**config.mk**
```make
export PLATFORM = sky130hd
export DESIGN_NAME = viterbi_acs_array
export DESIGN_NICKNAME = d
export VERILOG_FILES = /design/src/rtl/viterbi_acs_array.sv
export SDC_FILE = /design/constraint.sdc
export NUM_CORES = 2
export LEC_CHECK = 0
export CAP_MARGIN = 10
export CORE_ASPECT_RATIO = 0.7
export CORE_UTILIZATION = 62
export CTS_BUF_LIST = sky130_fd_sc_hd__clkbuf_4 sky130_fd_sc_hd__clkbuf_8
export CTS_CLUSTER_SIZE = 8
export DETAILED_ROUTE_END_ITERATION = 7
export PLACE_DENSITY = 0.92
export SYNTH_ARGS = -nofsm -noshare
export SYNTH_HDL_FRONTEND = slang
export SYNTH_SLANG_ARGS = --single-unit
```
**constraint.sdc**
```tcl
create_clock -name clk -period 20.2 [get_ports clk]
set_clock_uncertainty 0.05 [all_clocks]
set_input_delay 2.02 -clock clk [delete_from_list [all_inputs] [get_ports clk]]
set_output_delay 2.02 -clock clk [all_outputs]
set_load 0.01 [all_outputs]
```
**src/rtl/viterbi_acs_array.sv**
```systemverilog
// rtl/viterbi_acs_array.sv - add-compare-select array for one Viterbi trellis step per NS-beat frame
//
// Purpose: NS parallel max-plus lanes. Beat i carries delta[n-1,i] and row logA[i][*].
// Each lane j keeps the running maximum of delta + logA[i][j] and its argmax i. On the last
// beat it adds logB[j] and loads the result plus the survivor index into the output register.
//
// Ports:
//   clk, rst          single rising-edge clock, synchronous active-high reset
//   clear             aborts the frame being accumulated; the output register is left alone
//   in_valid/in_ready beat handshake
//   in_delta          delta[n-1,i] of the current beat
//   in_logA           logA[i][j], lane j at [j*FW +: FW]
//   in_logB           logB[j], lane j at [j*FW +: FW], used on the last beat only
//   out_valid/ready   result handshake
//   out_delta         delta[n,j], lane j at [j*FW +: FW]
//   out_psi           survivor index of lane j at [j*IW +: IW]
//   busy              registered, high while a frame is partially accumulated
module viterbi_acs_array #(
  parameter int FW = 16,
  parameter int NS = 8,
  localparam int IW = $clog2(NS)
) (
  input  logic             clk,
  input  logic             rst,
  input  logic             clear,
  input  logic             in_valid,
  output logic             in_ready,
  input  logic [FW-1:0]    in_delta,
  input  logic [NS*FW-1:0] in_logA,
  input  logic [NS*FW-1:0] in_logB,
  output logic             out_valid,
  input  logic             out_ready,
  output logic [NS*FW-1:0] out_delta,
  output logic [NS*IW-1:0] out_psi,
  output logic             busy
);

  // Clamp an FW+1 bit sum back to FW bits. Overflow shows up as the two top bits differing.
  function automatic logic signed [FW-1:0] sat(input logic signed [FW:0] x);
    if (x[FW] != x[FW-1]) begin
      return x[FW] ? {1'b1, {(FW-1){1'b0}}} : {1'b0, {(FW-1){1'b1}}};
    end
    return x[FW-1:0];
  endfunction

  logic [IW-1:0] cnt;
  logic [IW-1:0] cnt_next;
  logic          last_beat;
  logic          accept;
  logic          lane_en;
  logic          load_out;

  wire [NS*FW-1:0] res_flat;
  wire [NS*IW-1:0] win_idx_flat;

  assign last_beat = (cnt == IW'(NS - 1));
  // Only the last beat can stall, and only if the held result is not leaving this cycle.
  assign in_ready  = !(last_beat && out_valid && !out_ready);
  assign accept    = in_valid && in_ready;
  // A beat coinciding with clear is dropped.
  assign lane_en   = accept && !clear;
  assign load_out  = lane_en && last_beat;

  always_comb begin
    cnt_next = cnt;
    if (clear) begin
      cnt_next = '0;
    end else if (accept) begin
      cnt_next = last_beat ? '0 : cnt + IW'(1);
    end
  end

  always_ff @(posedge clk) begin
    if (rst) begin
      cnt  <= '0;
      busy <= 1'b0;
    end else begin
      cnt  <= cnt_next;
      busy <= (cnt_next != '0);
    end
  end

  for (genvar j = 0; j < NS; j++) begin : g_lane
    logic        [FW-1:0] lane_a;
    logic        [FW-1:0] lane_b;
    logic signed [FW-1:0] s;
    logic signed [FW-1:0] acc;
    logic        [IW-1:0] idx;
    logic signed [FW-1:0] win;
    logic        [IW-1:0] win_idx;
    logic signed [FW-1:0] res;

    assign lane_a = in_logA[j*FW +: FW];
    assign lane_b = in_logB[j*FW +: FW];

    always_comb begin
      s = sat($signed({in_delta[FW-1], in_delta}) + $signed({lane_a[FW-1], lane_a}));
      // Beat 0 always overwrites; later beats need a strict win so ties keep the lower index.
      // In both taken cases the new index equals cnt (which is 0 on the first beat).
      if (cnt == '0 || s > acc) begin
        win     = s;
        win_idx = cnt;
      end else begin
        win     = acc;
        win_idx = idx;
      end
      res = sat($signed({win[FW-1], win}) + $signed({lane_b[FW-1], lane_b}));
    end

    always_ff @(posedge clk) begin
      if (rst) begin
        acc <= '0;
        idx <= '0;
      end else if (lane_en) begin
        acc <= win;
        idx <= win_idx;
      end
    end

    assign res_flat[j*FW +: FW]     = res;
    assign win_idx_flat[j*IW +: IW] = win_idx;
  end

  always_ff @(posedge clk) begin
    if (rst) begin
      out_valid <= 1'b0;
      out_delta <= '0;
      out_psi   <= '0;
    end else if (load_out) begin
      out_valid <= 1'b1;
      out_delta <= res_flat;
      out_psi   <= win_idx_flat;
    end else if (out_ready) begin
      out_valid <= 1'b0;
    end
  end

endmodule

```
==> flow_summary.ini <==
[min_path]
holdPathEnd = out_psi[10]
hold_depth = 2
worst_hold_path_type = reg -> reg
min_from = g_lane[3].idx[1]

[logic_synthesis]
synth_fa_ha_area_frac = 0.186
synth_seq_cells = 309
synth-edff-count = 0
synth_compound_area_frac = 0.301
postSynthCellCount = 3809
avgSynthCellArea_um2 = 7.67
synth_cell_types = 102
synth_nets = 4505
yosysTopAreaCell = dfxtp_1
synth_top_area_frac = 0.212
ys.flop_type = dfxtp_1
synth_async_sr_flop_share = 0
synth_area_mm2 = 0.0292
yosys-top-cells-area = dfxtp_1, ha_1, a21oi_1, o21ai_0, nor2_1
yosys_warnings = 0
ys_seq_area_frac = 0.212
synthSimpleGateAreaFrac = 0.162
yosys-mux-area-fraction = 0.0317
synth_top_family_by_area = compound AO/OA/AOI/OAI gates
yosys.area_share.xor_xnor = 0.0560

[detailed_routing]
wl_um = 95300
wl_met1_um = 40700
wl_per_cell_um = 19.8
dr_wl_met2_um = 41000
drt-vias-per-instance = 6.29
topRoutingLayerUsed = met5
vias = 30200
drc_errors = 0
ant_nets = 0
first_iter_violations = 2951
route.met3.wl_um = 9560
first_pass_iters = 6

[timing]
worst_pin_slew_ns = 1.42
timing.final.ws_setup_ns = 8.36
final_max_slew_viol_count = 0
period_needed_ns = 11.84
timing.final.crit_share = 0.586
hold_viol = 0
grt_setup_unrepaired = no
holdWs_ns = 0.361
setup_tns_ns = 0
slew-limit-headroom = 0.0539
fmax_ghz = 0.0845
setup_viol = 0

[clock_tree]
postCtsSetupRepairBufs = 0
cts_resized = 0
clk_pin_slew_worst_paths_ns = 0.07
cts_buffers = 51
htree_levels = 2
cts_tree = yes
clkLatencyLatePin_ns = 0.69
cts_hold_buf = 0
cts_sinks = 309
clockBufferDepth = 3
clockRootBuffer = clkbuf_8

[floorplanning]
core_mm2 = 0.0465
rows = 66
die_x_um = 261
dieArea_mm2 = 0.0480
die_y_um = 184
io_pins = 432
start_util = 0.628

[final_layout]
mostFrequentLayoutCell = a21oi_1
nNetsFinal = 4841
drive_gt1_frac = 0.0610
most-common-layout-cells = a21oi_1, clkdlybuf4s50_1, ha_1, nor2_1, o21ai_0
area_growth_pct = 19.6
fin_cells = 4805
postLayoutCoreUtil = 0.752

[grt]
grt_antenna_before_repair = 11
grt_max_degree = 104
first_global_vias = 28100
grt_usage = 0.384
grt_pass1_wl_um = 148000
grt-ovfl-total = 0

[pwr]
p_switching_mw = 1.68
p_seq_frac = 0.183
p_per_area_mw_per_mm2 = 102
switching_share = 0.469
p_leak_nw = 14.8
p_clk_frac = 0.171
power.internal_mw = 1.90
p_comb_frac = 0.647
ir_worst_vdd_uv = 73.2

[placement]
place_congestion = 1.01
port_buffers = 431
dp_hpwl_um = 70700
post-place-cells = 4704
pre_cts_ws_ns = 7.93

[worst_setup_path]
critPathRequiredTime_ns = 20.75
arrival_ns = 12.39
cp_slowest_cell = a32oi_1
max_stage_delay_ns = 1.14
worst-path-max-fanout = 48
startpoint_type = input pin
ff2ff_path_depth = 14
rrSetupSlack_ns = 13.36
r2r-start = cnt[0]
critPathKind = in -> reg
r2r-end = out_delta[85]
end_kind = flip-flop

[outcome]
status = finished, final reports clean

[job]
maxCapViolations = 0
-- power by group through the flow --
stage	combinational [mW]	sequential [mW]	clock [mW]
after floorplan	1.73	0.662	0
after global placement	2.17	0.665	0
after detailed placement	2.23	0.666	0
after CTS	2.26	0.653	0.613
after global routing	2.56	0.656	0.642
final	2.31	0.653	0.611
-- per-layer routing --
metal | GRT usage | vias to the layer above
met3 | 0.0710 | 240
met4 | 0.165 | 2
met5 | 0 | -
met2 | 0.594 | 1442
li1 | - | 14500
met1 | 0.520 | 14000
-- Yosys cell counts, types with 31 or more instances --
library cell	n
o21a_1	45
o21bai_1	42
a21oi_1	506
nand3_1	64
nand2_1	217
inv_1	211
mux2_2	35
ha_1	403
buf_2	35
mux2i_1	53
a31oi_1	31
nor2b_1	41
clkbuf_1	125
nor2_1	371
a21o_1	140
nand2b_1	40
xnor2_1	116
o21ai_0	327
dfxtp_1	309
xor2_1	69
nor3_1	126
a211oi_1	78
-- how the worst max path moves through the flow --
stage,start,endpoint,slack (ns)
5_1_grt,in_delta[2],out_delta[103],7.69
6_report,in_delta[2],out_delta[85],8.36
3_3_place_gp,in_delta[2],out_delta[111],8.25
4_1_cts,in_delta[2],out_delta[98],8.62
2_1_floorplan,in_delta[1],out_delta[111],10.45
3_5_place_dp,in_delta[2],out_delta[108],7.93
-- state kept, by name (all words and copies together), names as in the netlist --
register	count
cnt	3
g_lane.idx	24
g_lane.acc	128
busy	1
out_delta	128
out_psi	24
out_valid	1
-- area by class of cell --
class	instances	area, um^2
inverters	213	801
flip-flops and latches	309	6190
well taps	612	766
multi-input cells	3115	21600
repair buffers	455	4490
diodes	11	27.5
fillers	3509	11600
clock inverters	8	72.6
clock buffers	82	1010
-- metrics by stage --
step	instance area (um^2)	total power, mW
after floorplan	29200	2.40
after global routing	34900	3.85
after detailed placement	33800	2.89
after CTS	34900	3.52
final	34900	3.58
after global placement	33800	2.83
-- kinds of logic after synthesis --
logic type               after synthesis
AND/OR/NAND/NOR                     1016
flip-flops                           309
adder cells (fa/ha/maj)              425
buffers and inverters                385
multiplexers                          88
AO/OA/AOI/OAI                       1400
XOR/XNOR                             186
-- critical path, delay by kind of cell --
family | cells | cell delay, ns
adders and majority gates | 4 | 1.74
xor gates and xnor gates | 1 | 0.10
buffers and inverters | 2 | 1.07
and+or+nand+nor | 5 | 2.00
muxes | 1 | 0.42
AOI/OAI and AO/OA | 18 | 5.01
No activity file was read; power rests on OpenSTA's default activity.
